[src/rtl/accel_host_pkg.sv]
// Shared types and constants for the accelerator host controller.
package accel_host_pkg;

   localparam int CNT_W = 32;
   localparam int LANE0 = 0;

   typedef enum logic [2:0] {
      ST_IDLE,
      ST_MEM,
      ST_RSP,
      ST_START,
      ST_WAIT,
      ST_END
   } state_t;

   // Low bit of a lane inside a flattened per-lane bus.
   function automatic int lane_lo(input int lane, input int width);
      return lane * width;
   endfunction

endpackage

[src/rtl/accel_host_ctrl_sat_cycle_counter.sv]
// Cycle counter: load to 1, increment while enabled, hold at the limit.
module sat_cycle_counter #(
   parameter int W = 32
) (
   input  logic         i_clock,
   input  logic         i_reset_n,
   input  logic         i_load,
   input  logic         i_inc,
   input  logic [W-1:0] i_limit,
   output logic [W-1:0] o_count,
   output logic         o_hit
);

   logic [W-1:0] r_count;

   always_ff @(posedge i_clock or negedge i_reset_n) begin
      if (!i_reset_n)
         r_count <= '0;
      else if (i_load)
         r_count <= W'(1);
      else if (i_inc && (r_count < i_limit))
         r_count <= r_count + W'(1);
   end

   assign o_count = r_count;
   assign o_hit   = (r_count == i_limit);

endmodule

[src/rtl/accel_host_ctrl.sv]
// Host-side controller for a Bambu accelerator: run start/timing and
// single-lane access to the accelerator's slave memory port.
module accel_host_ctrl
   import accel_host_pkg::*;
#(
   parameter int CHANNELS    = 2,
   parameter int ADDR_W      = 8,
   parameter int DATA_W      = 64,
   parameter int SIZE_W      = 7,
   parameter int MAX_CYCLES  = 200000000,
   parameter int MEM_TIMEOUT = 1024
) (
   input  logic                       clock,
   input  logic                       reset,
   input  logic                       run_req,
   input  logic                       cmd_valid,
   output logic                       cmd_ready,
   input  logic                       cmd_we,
   input  logic [ADDR_W-1:0]          cmd_addr,
   input  logic [DATA_W-1:0]          cmd_wdata,
   input  logic [SIZE_W-1:0]          cmd_size,
   output logic                       rsp_valid,
   output logic [DATA_W-1:0]          rsp_rdata,
   output logic                       rsp_err,
   output logic                       run_done,
   output logic                       run_timeout,
   output logic [31:0]                cycle_count,
   output logic                       busy,
   output logic                       start_port,
   input  logic                       done_port,
   output logic [CHANNELS-1:0]        S_oe_ram,
   output logic [CHANNELS-1:0]        S_we_ram,
   output logic [CHANNELS*ADDR_W-1:0] S_addr_ram,
   output logic [CHANNELS*DATA_W-1:0] S_Wdata_ram,
   output logic [CHANNELS*SIZE_W-1:0] S_data_ram_size,
   input  logic [CHANNELS*DATA_W-1:0] Sout_Rdata_ram,
   input  logic [CHANNELS-1:0]        Sout_DataRdy
);

   localparam int A_LO = lane_lo(LANE0, ADDR_W);
   localparam int D_LO = lane_lo(LANE0, DATA_W);
   localparam int S_LO = lane_lo(LANE0, SIZE_W);

   state_t              r_state, w_next;
   logic                r_we;
   logic [ADDR_W-1:0]   r_addr;
   logic [DATA_W-1:0]   r_wdata;
   logic [SIZE_W-1:0]   r_size;
   logic [DATA_W-1:0]   r_rdata;
   logic                r_err;
   logic                r_timeout;
   logic [CNT_W-1:0]    r_cycle_count;

   logic [CNT_W-1:0]    w_run_cnt;
   logic [CNT_W-1:0]    w_wait_cnt;
   logic                w_run_hit;
   logic                w_wait_hit;
   logic                w_accept;
   logic                w_rdy;
   logic                w_run_end;
   logic                w_unused;

   assign w_rdy     = Sout_DataRdy[LANE0];
   assign w_accept  = (r_state == ST_IDLE) && cmd_valid && !run_req;
   assign w_run_end = (r_state == ST_WAIT) && (done_port || w_run_hit);
   // Other lanes and the raw wait count are intentionally unobserved.
   assign w_unused  = ^{Sout_Rdata_ram, Sout_DataRdy, w_wait_cnt};

   // Run count is 1 while start_port is high, so done seen at cycle d reports d - t.
   sat_cycle_counter #(.W(CNT_W)) u_run_cnt (
      .i_clock   (clock),
      .i_reset_n (reset),
      .i_load    ((r_state == ST_IDLE) && run_req),
      .i_inc     ((r_state == ST_START) || (r_state == ST_WAIT)),
      .i_limit   (CNT_W'(MAX_CYCLES)),
      .o_count   (w_run_cnt),
      .o_hit     (w_run_hit)
   );

   sat_cycle_counter #(.W(CNT_W)) u_wait_cnt (
      .i_clock   (clock),
      .i_reset_n (reset),
      .i_load    (w_accept),
      .i_inc     (r_state == ST_MEM),
      .i_limit   (CNT_W'(MEM_TIMEOUT)),
      .o_count   (w_wait_cnt),
      .o_hit     (w_wait_hit)
   );

   always_ff @(posedge clock or negedge reset) begin
      if (!reset)
         r_state <= ST_IDLE;
      else
         r_state <= w_next;
   end

   always_comb begin
      w_next = r_state;
      case (r_state)
         ST_IDLE:  if (run_req) w_next = ST_START;
                   else if (cmd_valid) w_next = ST_MEM;
         ST_MEM:   if (w_rdy || w_wait_hit) w_next = ST_RSP;
         ST_RSP:   w_next = ST_IDLE;
         ST_START: w_next = ST_WAIT;
         ST_WAIT:  if (done_port || w_run_hit) w_next = ST_END;
         ST_END:   w_next = ST_IDLE;
         default:  w_next = ST_IDLE;
      endcase
   end

   always_ff @(posedge clock or negedge reset) begin
      if (!reset) begin
         r_we          <= 1'b0;
         r_addr        <= '0;
         r_wdata       <= '0;
         r_size        <= '0;
         r_rdata       <= '0;
         r_err         <= 1'b0;
         r_timeout     <= 1'b0;
         r_cycle_count <= '0;
      end else begin
         if (w_accept) begin
            r_we    <= cmd_we;
            r_addr  <= cmd_addr;
            r_wdata <= cmd_wdata;
            r_size  <= cmd_size;
            r_err   <= 1'b0;
         end
         // A ready reply wins over a timeout landing in the same cycle.
         if (r_state == ST_MEM) begin
            if (w_rdy) begin
               r_rdata <= r_we ? '0 : Sout_Rdata_ram[D_LO +: DATA_W];
               r_err   <= 1'b0;
            end else if (w_wait_hit) begin
               r_rdata <= '0;
               r_err   <= 1'b1;
            end
         end
         if (w_run_end) begin
            r_cycle_count <= w_run_cnt;
            r_timeout     <= !done_port;
         end
      end
   end

   always_comb begin
      S_oe_ram        = '0;
      S_we_ram        = '0;
      S_addr_ram      = '0;
      S_Wdata_ram     = '0;
      S_data_ram_size = '0;
      if (r_state == ST_MEM) begin
         S_oe_ram[LANE0]                 = !r_we;
         S_we_ram[LANE0]                 = r_we;
         S_addr_ram[A_LO +: ADDR_W]      = r_addr;
         S_Wdata_ram[D_LO +: DATA_W]     = r_wdata;
         S_data_ram_size[S_LO +: SIZE_W] = r_size;
      end
   end

   // cmd_ready is gated by reset so every output reads 0 while it is held.
   assign cmd_ready   = reset && (r_state == ST_IDLE) && !run_req;
   assign rsp_valid   = (r_state == ST_RSP);
   assign rsp_rdata   = r_rdata;
   assign rsp_err     = (r_state == ST_RSP) && r_err;
   assign run_done    = (r_state == ST_END);
   assign run_timeout = (r_state == ST_END) && r_timeout;
   assign cycle_count = r_cycle_count;
   assign busy        = (r_state != ST_IDLE);
   assign start_port  = (r_state == ST_START);

endmodule

[config.mk]
export PLATFORM = sky130hd
export DESIGN_NAME = accel_host_ctrl
export DESIGN_NICKNAME = d
export VERILOG_FILES = /design/src/rtl/accel_host_pkg.sv /design/src/rtl/accel_host_ctrl_sat_cycle_counter.sv /design/src/rtl/accel_host_ctrl.sv
export SDC_FILE = /design/constraint.sdc
export NUM_CORES = 1
export LEC_CHECK = 0
export CORE_AREA = 2 2 200 202
export CTS_BUF_LIST = sky130_fd_sc_hd__clkbuf_16
export DETAILED_ROUTE_END_ITERATION = 7
export DIE_AREA = 0 0 202 204
export GPL_ROUTABILITY_DRIVEN = 0
export PLACE_DENSITY_LB_ADDON = 0.15
export REMOVE_ABC_BUFFERS = 1
export SYNTH_ARGS = -nofsm -noshare
export SYNTH_HDL_FRONTEND = slang
export SYNTH_HIERARCHICAL = 1
export SYNTH_SLANG_ARGS = --single-unit
[constraint.sdc]
create_clock -name clock -period 3.5 [get_ports clock]
set_clock_uncertainty 0.2 [all_clocks]
set_input_delay 0.7 -clock clock [delete_from_list [all_inputs] [get_ports clock]]
set_output_delay 0.7 -clock clock [all_outputs]
set_load 0.02 [all_outputs]
# After elaboration in Yosys (flattened, before gate mapping)
# Cells that the tools add are included.
word_totals:
  elab_cells: 69
  in_bits: 215
  regBits: 245
classes:
  n_mux: 21
  add_sub_neg: 2
  order_cmp: 2
  n_eq_ne: 10
  n_reduce_logical: 23
op_table:
  columns: ["cell", "count"]
  rows:
  - ["64-bit 2-to-1 mux", 4]
  - ["32-bit 2-to-1 mux", 4]
  - ["32-bit by 1-bit adder with 32-bit output, second input constant", 2]
  - ["32-bit by 11-bit equality test with 1-bit output, second input constant", 1]
  - ["32-bit by 28-bit equality test with 1-bit output, second input constant", 1]
  - ["32-bit by 11-bit < comparator with 1-bit output, second input constant", 1]
  - ["32-bit by 28-bit < comparator with 1-bit output, second input constant", 1]
  - ["3-bit 2-to-1 mux", 4]
  - ["3-bit one-hot mux with 4 select lines", 1]
  - ["1-bit logical AND", 10]
  - ["8-bit 2-to-1 mux", 1]
  - ["7-bit 2-to-1 mux", 1]
  - ["3-bit by 2-bit equality test with 1-bit output, second input constant", 2]
  - ["3-bit equality test, second input constant", 2]
  - ["1-bit 2-to-1 mux", 6]
  - ["2-bit nonzero test", 3]
  - ["3-bit by 1-bit equality test with 1-bit output, second input constant", 1]
  - ["1-bit logical NOT", 3]
  - ["3-bit logical NOT", 1]
  - ["1-bit logical OR", 3]
  - ["3-bit inequality test, second input constant", 1]
  - ["3-bit AND reduction", 1]
  - ["3-bit nonzero test", 1]
  - ["2-bit by 1-bit inequality test with 1-bit output, second input constant", 1]
  - ["other kinds (2)", 2]

# Longest topological paths before layout
# Gate-level depths: netlist of run 1.
logic_depth:
  depth_word: 7
  ltp_mapped: 11

# Modules after synthesis
# The synthesis of run 1 kept the hierarchy.
modules_own_cells:
  columns: ["mod", "area_each_um2", "n_inst", "seq_area_each_um2", "cells_per_inst"]
  rows:
  - ["accel_host_ctrl", 7878.8, 1, 4529.3, 592]
  - ["sat_cycle_counter", 2821.5, 2, 800.8, 329]

# Least setup slack after synthesis of run 1
# Ideal clock, no wire load.
synth_timing:
  kind: "register to register"
  from: "register u_run_cnt.r_count[30], in the netlist u_run_cnt/o_count[30]"
  to: "register r_cycle_count[3], in the netlist cycle_count[3]"
  t_arrival_ps: 2608
  path_buffers: 1
  setup_slack_ps: 564
  path_stages_with_launch: 10
  t_required_ps: 3172
  period_less_slack_ps: 2936
  path_cell_list: "dfrtp_1 > ha_1 > nand4_2 > or2_1 > or4_4 > nor3_1 > nor2_1 > nor2_4 > buf_6 > mux2_1"
synth_between:
  elab_chain_len: 3
synth_lines:
  columns: ["element", "line", "rtl"]
  rows:
  - ["start: declaration", "accel_host_ctrl_sat_cycle_counter.sv:14", "logic [W-1:0] r_count;"]
  - ["start signal: assignment", "accel_host_ctrl_sat_cycle_counter.sv:22", "r_count <= r_count + W'(1);"]
  - ["32-bit by 28-bit equality test with 1-bit output", "accel_host_ctrl_sat_cycle_counter.sv:26", "assign o_hit = (r_count == i_limit);"]
  - ["named net w_run_hit", "accel_host_ctrl.sv:56", "logic w_run_hit;"]
  - ["1-bit logical OR", "accel_host_ctrl.sv:65", "assign w_run_end = (r_state == ST_WAIT) && (done_port || w_run_hit);"]
  - ["1-bit logical AND", "accel_host_ctrl.sv:65", null]
  - ["end signal: assignment", "accel_host_ctrl.sv:140", "r_cycle_count <= w_run_cnt;"]
  - ["end: declaration", "accel_host_ctrl.sv:52", "logic [CNT_W-1:0] r_cycle_count;"]
# The timed path passes the listed nets, and every way through them passes these cells.
# A chain may end at the register's enable or synchronous reset.

# Worst setup path after layout of run 1
layout_timing:
  from: "register r_state[2]"
  to: "output S_Wdata_ram[25]"
layout_between:
  elab_chain_len: 2
layout_lines:
  columns: ["element", "line", "rtl"]
  rows:
  - ["start: declaration", "accel_host_ctrl.sv:44", "state_t r_state, w_next;"]
  - ["start signal: assignment", "accel_host_ctrl.sv:94", "r_state <= w_next;"]
  - ["3-bit by 1-bit equality test with 1-bit output", "accel_host_ctrl.sv:152", "if (r_state == ST_MEM) begin"]
  - ["64-bit 2-to-1 mux", "accel_host_ctrl.sv:152", null]
  - ["end: declaration", "accel_host_ctrl.sv:34", "output logic [CHANNELS*DATA_W-1:0] S_Wdata_ram,"]
# Every way passes these cells.

==> metrics.cfg, run 1 <==
[run_status]
status = finished, final reports clean

[placed_design]
dp_slack_ns = 0.211
dp_cells = 2141
port_buffers = 333
place_hpwl_um = 25000

[synth]
synth-edff-count = 0
synth_top_area_share_pct = 45.3
yosysSeqAreaShare_pct = 45.3
ys_top_cells_by_count = dfrtp_1, mux2_1, buf_4, and2_1, inv_1
async_reset_ff_share_pct = 100
synth_area_leaders = dfrtp_1, mux2_1, ha_1
yosysMostFrequentCell = dfrtp_1
synth_ff_type = dfrtp_1
syn_area_per_cell_um2 = 10.8
syn_area_um2 = 13500
syn_inst = 1250
ys_warn_count = 6
ys_ff_latch = 245
synth_top_area_cell = dfrtp_1
synth.distinct_cells = 55

[critical_path]
cp.arrival_ns = 2.47
path_class = flop to output port
path_max_fanout = 50
cp_slowest_cell = clkdlybuf4s50_1
cp-start-kind = flop
critPathMaxStageDelay_ns = 0.66
worstPathCellList = nor3b_4 -> buf_12 -> and2_1 -> clkdlybuf4s50_1
endpoint_kind = output port
crit_required_ns = 2.60

[clock_tree]
clk_pin_slew_ns = 0.06
cts_sinks = 245
cts_buffer_depth = 3
tritoncts = built
worstSkewPairLatency_ns = 0.56
htree_num_levels = 1
cts-root-buf = clkbuf_16
cts-buffers-inserted = 29

[global_routing]
grt_max_degree = 152
grt_pass1_wl_um = 56400
grt_overflow = 0
track_usage_pct = 16.9
antenna_found_initial = 4
grt_pass1_vias = 10329

[power]
combPwrFrac_pct = 41.1
ir_drop_mv = 0.438
internal_power_mw = 7.79
finalPower_mw = 12.0
power.density_nw_per_um2 = 654
power_switching_mw = 4.25
leakage_nw = 8.35
power.share.clock_pct = 24.1
power_frac_seq_pct = 34.7
swShare_pct = 35.3

[floorplan]
start_util_pct = 34.5
io-pin-count = 480
core_um2 = 39200
die_h_um = 204
die_w_um = 202
rows = 73
die_area_um2 = 41200

[sta]
rsz0062_at_grt = false
finalSetupViolCount = 0
drv_slew = 0
relSlewSlack_pct = 34.7
finalCritPeriodShare_pct = 96.3
worst_pin_slew_ns = 0.980
worst_slack_ns = 0.129
tns_ns = 0
hold_viol = 0
whs_ns = 0.0321
min_period_ns = 3.37
fmax_mhz = 297

[routing]
ant_nets = 0
num_vias = 10509
drtIter0Drc = 457
wirelength_um = 35500
wl_per_cell_um = 16.2
vias_per_cell = 4.79
dr.pass1.iters = 4
drc = 0

[final_layout]
nFillCells = 3712
syn2layout_area_growth_pct = 36.2
multi_input_area_um2 = 6690
fin_cells = 2195
nNetsFinal = 1931
seq_area_um2 = 6130
drive_above_1_share_pct = 7.73

[hold_path]
hp-class = input port to async pin

[flow_run]
drv_cap = 0

final timing paths:
kind                       cells past startpoint  slack (ns)                                end                              start
max                                            4        0.13                    S_Wdata_ram[25]             r_state[2]$_DFFE_PN0P_
min                                            2        0.03            r_wdata[50]$_DFFE_PN0P_                              reset
max reg2reg                                    7        0.24  u_run_cnt/o_count[28]$_DFFE_PN0P_  u_run_cnt/o_count[26]$_DFFE_PN0P_
min reg2reg                                    1        0.27            r_wdata[63]$_DFFE_PN0P_            r_wdata[63]$_DFFE_PN0P_
max in group asynchronous                      3        1.75  u_run_cnt/o_count[15]$_DFFE_PN0P_                              reset
min in group clock                             1        0.27            r_wdata[63]$_DFFE_PN0P_            r_wdata[63]$_DFFE_PN0P_
placed cells by master (no fill, tap or decap), drive strengths merged, types with 6 or more instances in the layout:
cell type and count:
dfrtp 245, nor4 10, ha 66, nor2 39, o31ai 36, o21ai 21, nand2 44, a22o 65
a21oi 68, a21o 6, inv 79, and3 14, buf 42, nor2b 19, conb 145, or3 9
or4 38, clkdlybuf4s50 290, nor3 16, nand4 36, mux2 128, clkinv 13, clkbuf 29, and4 8
and2 86, nand3 28, dlygate4sd2 40
logic make-up (layout without fill, tap and decap cells):
group	after synthesis	after routing	share of synthesized area, %
AOI/OAI and AO/OA	223	223	11.8
adders and majority gates	66	66	6.11
buffers and inverters	223	499	9.48
DFF	245	245	45.3
muxes	128	128	11.0
other	2	146	0.0555
and+or+nand+nor	363	363	16.2
critical path: cells and delay by family, from the launching register on:
kind	cells	cell delay, ns
and+or+nand+nor	2	0.51
DFF	1	0.48
buffers and inverters	2	0.90
power by group through the flow:
stage | Combinational [mW] | Clock (mW) | Sequential, mW
floorplan | 2.27 | 0 | 4.54
global placement | 5.02 | 0 | 4.19
detailed placement | 5.07 | 0 | 4.22
CTS | 5.04 | 3.02 | 4.19
global route | 5.35 | 3.13 | 4.31
finish | 4.95 | 2.90 | 4.18
sequential cells by signal (all words and copies together) (netlist names):
name / count
u_run_cnt/o_count: 32
r_addr: 8
rsp_rdata: 64
r_wdata: 64
r_timeout: 1
r_state: 3
r_size: 7
r_err: 1
r_we: 1
u_wait_cnt/o_count: 32
cycle_count: 32
routing by layer:
layer	track usage, %	part of all wire [%]	vias up
li1	-	-	5094
met3	4.34	7.0	34
met2	28.9	49	268
met1	21.3	43	5111
met4	4.02	1.5	2
met5	0	0.045	-
per-stage QoR:
stage | cell area (um2) | util [%]
after global routing | 18400 | 47.0
final | 18400 | 47.0
after global placement | 17500 | 44.7
after CTS | 18400 | 47.0
after detailed placement | 17500 | 44.7
after floorplan | 13100 | -
final cells by class:
cell class | count | area share, %
Multi-Input combinational cell | 925 | 36.3
Sequential cell | 245 | 33.3
Timing Repair Buffer | 375 | 20.4
Clock buffer | 29 | 3.94
Tap cell | 525 | 3.57
Inverter | 74 | 1.51
Clock inverter | 21 | 0.931
Antenna cell | 1 | 0.0136
what timing repair did:
item / 4_1_cts / 5_1_grt
setup endpoints to repair: 20 / 9
setup buffers: 2 / 1
pin swaps: 1 / 1
hold buffers: 0 / 0
gates cloned: 1 / 0
gates resized for setup: 41 / 2
(Power assumes the default switching activity.)
==> run 2: changes to the inputs <==
- PLACE_DENSITY: not set -> 0.66
- PLACE_DENSITY_LB_ADDON: 0.15 -> not set
==> run 2 against run 1 <==
Combinational power is 3% higher. First-iteration DRC count is 4.4% lower. Register-to-register slack better by 0.02 ns. Highest routed layer unchanged. Critical path type unchanged.
==> metrics.cfg, run 2 (same netlist as run 1, synthesis figures left out) <==
[critical_path]
reg2reg_slack_ns = 0.26
cp.arrival_ns = 2.45
r2r_end = cycle_count[30]$_DFFE_PN0P_
path_class = flop to output port
path_max_fanout = 43
endpoint_kind = output port
r2r-start = u_run_cnt/o_count[30]$_DFFE_PN0P_
crit_required_ns = 2.60
cp-start-kind = flop
r2r.worst_path.cells = 9

[flow_run]
drv_cap = 0

[sta]
finalSetupViolCount = 0
min_period_ns = 3.35
hold_viol = 0
fmax_mhz = 298
worst_slack_ns = 0.147
finalCritPeriodShare_pct = 95.8
worst_pin_slew_ns = 0.992
rsz0062_at_grt = false
drv_slew = 0
relSlewSlack_pct = 33.9
whs_ns = 0.102

[final_layout]
nFillCells = 3625
multi_input_area_um2 = 6690
final_common_cell = clkdlybuf4s50_1
nNetsFinal = 1925
seq_area_um2 = 6130
drive_above_1_share_pct = 7.44
layout_common_cells = clkdlybuf4s50_1, dfrtp_1, conb_1
fin_area_um2 = 18400
final_util_pct = 47.1
syn2layout_area_growth_pct = 36.4

[placed_design]
place_hpwl_um = 24200
dp_slack_ns = 0.243
port_buffers = 333
dpl_cell_area_um2 = 17500

[global_routing]
grt_max_degree = 180
grt_pass1_vias = 10592
antenna_found_initial = 2
grt_pass1_wl_um = 54600
grt_overflow = 0
track_usage_pct = 16.0

[power]
finalPower_mw = 12.2
power.density_nw_per_um2 = 660
ir_drop_mv = 0.399
leakage_nw = 8.15

[clock_tree]
cts_sinks = 245
cts_hold_buf = 0
clk_pin_slew_ns = 0.06
cts-root-buf = clkbuf_16
tritoncts = built
worstSkewPairLatency_ns = 0.57
htree_num_levels = 1
cts-buffers-inserted = 29
cts_buffer_depth = 3

[floorplan]
io-pin-count = 480
rows = 73
die_h_um = 204
start_util_pct = 34.5
core_um2 = 39200
die_area_um2 = 41200
die_w_um = 202

[routing]
num_vias = 10595
drc = 0
vias_per_cell = 4.83
ant_nets = 0
drtIter0Drc = 437
wirelength_um = 34300
dr.pass1.iters = 4
wl_per_cell_um = 15.6

[hold_path]
hp-class = input port to async pin

[run_status]
status = finished, final reports clean

## run 2: worst max-delay path by stage
stage | from | slack (ns) | to | cells after the start
4_1_cts | r_state[2]$_DFFE_PN0P_ | 0.03 | cmd_ready | 4
6_report | r_state[2]$_DFFE_PN0P_ | 0.15 | S_Wdata_ram[17] | 5
3_5_place_dp | u_run_cnt/o_count[30]$_DFFE_PN0P_ | 0.24 | cycle_count[14]$_DFFE_PN0P_ | 9
5_1_grt | r_state[2]$_DFFE_PN0P_ | 0.004 | S_Wdata_ram[33] | 5
2_1_floorplan | r_state[2]$_DFFE_PN0P_ | -1.33 | rsp_rdata[0]$_DFFE_PN0P_ | 3
3_3_place_gp | u_run_cnt/o_count[30]$_DFFE_PN0P_ | 0.28 | cycle_count[19]$_DFFE_PN0P_ | 9
## run 2: power breakdown
part	switching, mW	leakage [nW]	total, mW	internal (mW)
logic	2.57	4.52	5.08	2.51
clock network	1.23	0.450	2.88	1.65
registers	0.495	3.18	4.20	3.71
total	4.30	8.15	12.2	7.87
## run 2: stage by stage
step	std cells	TNS (ns)
finish	2192	0
global route	2191	0
CTS	2191	0
detailed placement	2135	0
global placement	2135	0
floorplan	1244	-164.08
## run 2: layout make-up
type	count	share of cell area, %
clock buffer	29	3.94
timing repair buffer	369	20.5
tap	525	3.56
sequential	245	33.3
inverter	74	1.51
clock inverter	24	0.957
multi-input combinational	925	36.3
antenna	1	0.0136
## run 2: timing repair
| action | 4_1_cts | 5_1_grt |
|---|---|---|
| pin swaps | 1 | 0 |
| hold endpoints to repair | 0 | 0 |
| gates resized for setup | 0 | 3 |
| buffers inserted | 3 | 0 |
| setup endpoints to repair | 80 | 3 |
## run 2: per-layer routing
layer  up-vias  global-route usage, %  wire, um  part of all wire (%)
met5         -                      0        11                 0.032
met4         2                   4.31       786                   2.3
met3        60                   3.75      2130                   6.2
met2       293                   28.0     16700                    49
met1      5159                   19.7     14700                    43
li1       5081                      -         -                     -
## run 2: critical path: stages, from the launching register on
cell             delay (ns)
dfrtp_1                0.48
nor3b_4                0.29
buf_12                 0.16
buf_12                 0.17
and2_1                 0.15
clkdlybuf4s50_1        0.64
==> run 3: changes to the inputs <==
- CTS_CLUSTER_DIAMETER: not set -> 50
==> run 3 against run 2 <==
Sequential power about the same. Utilization up 0.97 points. Wire length is 0.36% higher. Power increased by 7.9%. Die area is the same. Hold slack got worse by 0.076 ns. Count of clock-buffer cells in the layout grew 9. Global-route usage grew 0.26 points. Clock power increased by 34%. Via count rose by 0.21%. Worst setup slack gained 0.019 ns. Highest routed layer unchanged.
==> metrics.cfg, run 3 (same netlist as run 1, synthesis figures left out) <==
[clock_tree]
worstSkewPairLatency_ns = 0.54
clk_pin_slew_ns = 0.06
cts-root-buf = clkbuf_16
cts_sinks = 245
cts-buffers-inserted = 36
cts_buffer_depth = 3
htree_num_levels = 2
tritoncts = built

[routing]
wl_met2_um = 16600
wirelength_um = 34400
ant_nets = 0
drt-met1-wl_um = 14500
vias_per_cell = 4.81
wl_per_cell_um = 15.6
top_layer_used = met5
dr.pass1.iters = 5
drc = 0
drtIter0Drc = 367
num_vias = 10617
dr_wl_met3_um = 2210

[sta]
fmax_mhz = 300
finalCritPeriodShare_pct = 95.2
rsz0062_at_grt = false
tns_ns = 0
drv_slew = 0
relSlewSlack_pct = 23.3
min_period_ns = 3.33
hold_viol = 0
worst_pin_slew_ns = 1.15
finalSetupViolCount = 0
whs_ns = 0.0258

[placed_design]
port_buffers = 333
dp_cells = 2135
dpl_cell_area_um2 = 17500
place_hpwl_um = 24200

[final_layout]
nFillCells = 3564
final_common_cell = clkdlybuf4s50_1
syn2layout_area_growth_pct = 39.2
fin_area_um2 = 18800
layout_common_cells = clkdlybuf4s50_1, dfrtp_1, conb_1
nNetsFinal = 1932
drive_above_1_share_pct = 8.40
fin_cells = 2205

[critical_path]
path_max_fanout = 43
endpoint_kind = output port
cp-start-kind = flop
critical_path.top_delay_family = buffers and inverters
crit_required_ns = 2.60
crit_buf_inv = 3
crit_path_frequent_cell = buf_12
worstPathCellList = nor3b_4 -> buf_12 -> buf_12 -> and2_1 -> clkdlybuf4s50_1
critPathMaxStageDelay_ns = 0.61
cp.arrival_ns = 2.43
path_class = flop to output port
cp_slowest_cell = clkdlybuf4s50_1

[floorplan]
die_w_um = 202
die_h_um = 204
rows = 73
die_area_um2 = 41200
io-pin-count = 480
core_um2 = 39200
start_util_pct = 34.5

[global_routing]
antenna_found_initial = 3
track_usage_pct = 16.2
grt_max_degree = 180
grt_pass1_vias = 10610
grt_overflow = 0
grt_pass1_wl_um = 54800

[run_status]
status = finished, final reports clean

[power]
power.density_nw_per_um2 = 697
leakage_nw = 8.34
ir_drop_mv = 0.499

[hold_path]
hp-class = input port to async pin

[flow_run]
drv_cap = 0

-- run 3: cell count changes in the layout (fill, tap and decap cells not counted), sizes merged --
| cell | change |
|---|---|
| bufinv | +4 |
| clkinv | +2 |
| clkbuf | +9 |
| diode | +1 |
| clkinvlp | -3 |
-- run 3: worst paths after layout --
path / from / to / slack [ns] / cells after the start
max in group asynchronous: reset / u_wait_cnt/o_count[8]$_DFFE_PN0P_ / 2.10 / 2
hold reg to reg: r_wdata[34]$_DFFE_PN0P_ / r_wdata[34]$_DFFE_PN0P_ / 0.27 / 1
hold / removal: reset / u_run_cnt/o_count[31]$_DFFE_PN0P_ / 0.03 / 2
setup / recovery: r_state[2]$_DFFE_PN0P_ / S_Wdata_ram[61] / 0.17 / 5
min in group clock: r_wdata[34]$_DFFE_PN0P_ / r_wdata[34]$_DFFE_PN0P_ / 0.27 / 1
setup reg to reg: u_run_cnt/o_count[30]$_DFFE_PN0P_ / cycle_count[27]$_DFFE_PN0P_ / 0.25 / 9
-- run 3: cell type report --
| type | instances | area (um2) | area share [%] |
|---|---|---|---|
| multi-input cells | 925 | 6690 | 35.5 |
| flip-flops and latches | 245 | 6130 | 32.6 |
| repair buffers | 369 | 3780 | 20.1 |
| clock buffers | 38 | 951 | 5.05 |
| well taps | 525 | 657 | 3.49 |
| clock inverters | 27 | 329 | 1.75 |
| inverters | 74 | 278 | 1.48 |
| diodes | 2 | 5.00 | 0.0266 |
-- run 3: per-stage QoR --
step                      total power, mW  setup slack [ns]  utilization, %
after CTS                            13.3            0.0335            48.0
after global placement               9.22             0.278            44.6
final                                13.1             0.167            48.0
after global routing                 13.8            0.0216            48.0
after detailed placement             9.34             0.243            44.6
after floorplan                      6.82             -1.33               -
-- run 3: per-layer routing --
metal / vias up / track usage [%]
li1: 5107 / -
met5: - / 0
met2: 317 / 27.4
met3: 75 / 4.34
met1: 5116 / 19.8
met4: 2 / 6.33
-- run 3: timing repair --
item                                    in CTS  in global routing
pin swaps                                    1                  0
resized for setup                            0                  3
endpoints found under the setup margin      80                  3
hold buffers                                 0                  0
buffers inserted                             3                  0
endpoints found under the hold margin        0                  0
-- run 3: power breakdown --
part	internal, mW	total [mW]	switching [mW]	leakage, nW
clock	2.44	3.85	1.41	0.634
combinational	2.51	5.07	2.56	4.52
sequential	3.71	4.21	0.494	3.18
==> RTL change: new RTL, config.mk and constraints of run 2 <==
Encoding of `state_t`: now one-hot (6 bits for 6 states).
--- a/src/rtl/accel_host_pkg.sv
+++ b/src/rtl/accel_host_pkg.sv
@@ -4,13 +4,13 @@
    localparam int CNT_W = 32;
    localparam int LANE0 = 0;
 
-   typedef enum logic [2:0] {
-      ST_IDLE,
-      ST_MEM,
-      ST_RSP,
-      ST_START,
-      ST_WAIT,
-      ST_END
+   typedef enum logic [5:0] {
+      ST_IDLE  = 6'b000001,
+      ST_MEM   = 6'b000010,
+      ST_RSP   = 6'b000100,
+      ST_START = 6'b001000,
+      ST_WAIT  = 6'b010000,
+      ST_END   = 6'b100000
    } state_t;
 
    // Low bit of a lane inside a flattened per-lane bus.
Behaviour: same outputs for any inputs over 4 cycles, from zero or initial values and one cycle with reset low; so few cycles prove little.
==> RTL change against run 2 <==
- combinational power is 31% lower
- largest power group is now registers
- cell count is 0.64% higher
- wire length is 10% higher
- power is 13% lower
- hold slack hardly changed
- sequential power is 3% lower
- count of clock-buffer cells in the layout stayed put
- setup slack worse by 0.056 ns
- non-clock buffer count is 4 higher
- via count is 3.7% higher
- clock power is 6% higher
- cell area is 1.5% higher
- sequential cell count is 3 higher
- synthesized area is 1.4% higher
==> RTL change: results (changes against run 2) <==
[power]
p_leak_nw=9.35  ; +15%
power_switching_mw=3.46  ; -19%
irDropWorstVdd_v=0.000380  ; -4.7%
power.share.sequential_pct=38.3  ; +3.7 points
clock_power_share_pct=28.7  ; +5.0 points

[critical_path]
worst-r2r-setup-slack_ns=0.12  ; -0.14 ns
worstReg2RegEnd=cycle_count[6]
critPathArrivalTime_ns=2.51  ; +0.06 ns
rr_startpoint=u_run_cnt/o_count[26]
path_max_fanout=35  ; -19%

[routing]
wl_per_cell_um=17.1  ; +9.5%
top_layer_used=met4
routed-via-count=11000  ; +3.7%
viasPerCell=4.98  ; +3.1%
route.met3.wl_mm=1.94  ; -9.0%
drt_pass1_iterations=4  ; unchanged
wl_met2_mm=18.3  ; +10%
drtIter0Drc=577  ; +32%
met1Wirelength_mm=16.4  ; +12%

[clock_network]
cts_made_buffers=29  ; unchanged
root_buffer=clkbuf_16

[placement]
dp_hpwl_mm=26.4  ; +8.9%
place_ws_ns=0.103  ; -0.140 ns
placedCellCount=2145  ; +0.47%

[outcome]
status=completed

[timing]
worst_hold_slack_ns=0.102  ; +0.000424 ns

[global_route]
met1_usage_pct=22.7  ; +3.0 points
gr-usage-met2_pct=28.8  ; +0.85 points
globalRouteMet3Util_pct=2.98  ; -0.77 points

[synth]
synth_area_leaders=dfrtp_1, mux2_2, ha_1
syn_inst=1268  ; +1.4%
yosysUniqueCellTypes=61  ; +11%
ys_seq_area_share_pct=45.3  ; -0.047 points
synth_common_cells=dfrtp_1, mux2_2, and3_1, buf_4, inv_1

[cells_and_area]
n_fill_cell=3624  ; -0.028%
nNetsFinal=1939  ; +0.73%
drive_gt1_share_pct=14.6  ; +7.1 points

[hold_path]
min_path_type=in2async

## RTL change: worst max path at each step
| stage | startpoint | end | slack (ns) | cells after the start |
|---|---|---|---|---|
| after floorplan | r_state[1] | rsp_rdata[0] | -1.55 | 3 |
| after global placement | u_run_cnt/o_count[30] | cycle_count[8] | 0.14 | 10 |
| after detailed placement | u_run_cnt/o_count[30] | cycle_count[11] | 0.10 | 10 |
| after CTS | r_state[4] | S_Wdata_ram[32] | 0.0007 | 5 |
| after global routing | r_state[4] | S_addr_ram[7] | 0.001 | 5 |
| final | r_state[4] | S_Wdata_ram[44] | 0.09 | 5 |
## RTL change: critical path, cell delays in order (launching register included)
cell and delay, ns:
dfrtp_2 0.47, nor4_4 0.31, buf_4 0.19, buf_12 0.18, and3_1 0.19, clkdlybuf4s50_1 0.60
## RTL change: cell families (layout without fill, tap and decap cells)
family	count (synthesis)	after routing	synth area share [%]
adders and majority gates	66	66	6.03
muxes	128	128	10.9
and+or+nand+nor	371	371	16.7
AOI/OAI and AO/OA	221	221	11.6
DFF	248	248	45.3
other	2	146	0.0548
buffers and inverters	232	501	9.44
## RTL change: area by class of cell
type                            count  share of cell area [%]
Tap cell                          525                    3.51
Multi-Input combinational cell    931                    36.3
Timing Repair Buffer              373                    20.4
Antenna cell                        1                  0.0134
Clock inverter                     24                    1.22
Sequential cell                   248                    33.2
Inverter                           75                    1.50
Clock buffer                       29                    3.88
## RTL change: what timing repair did
item | CTS | global route
buffers inserted | 2 | 3
endpoints found under the setup margin | 72 | 73
pin swaps | 1 | 3
cloned | 1 | 1
gates resized for setup | 40 | 44
hold buffers | 0 | 0
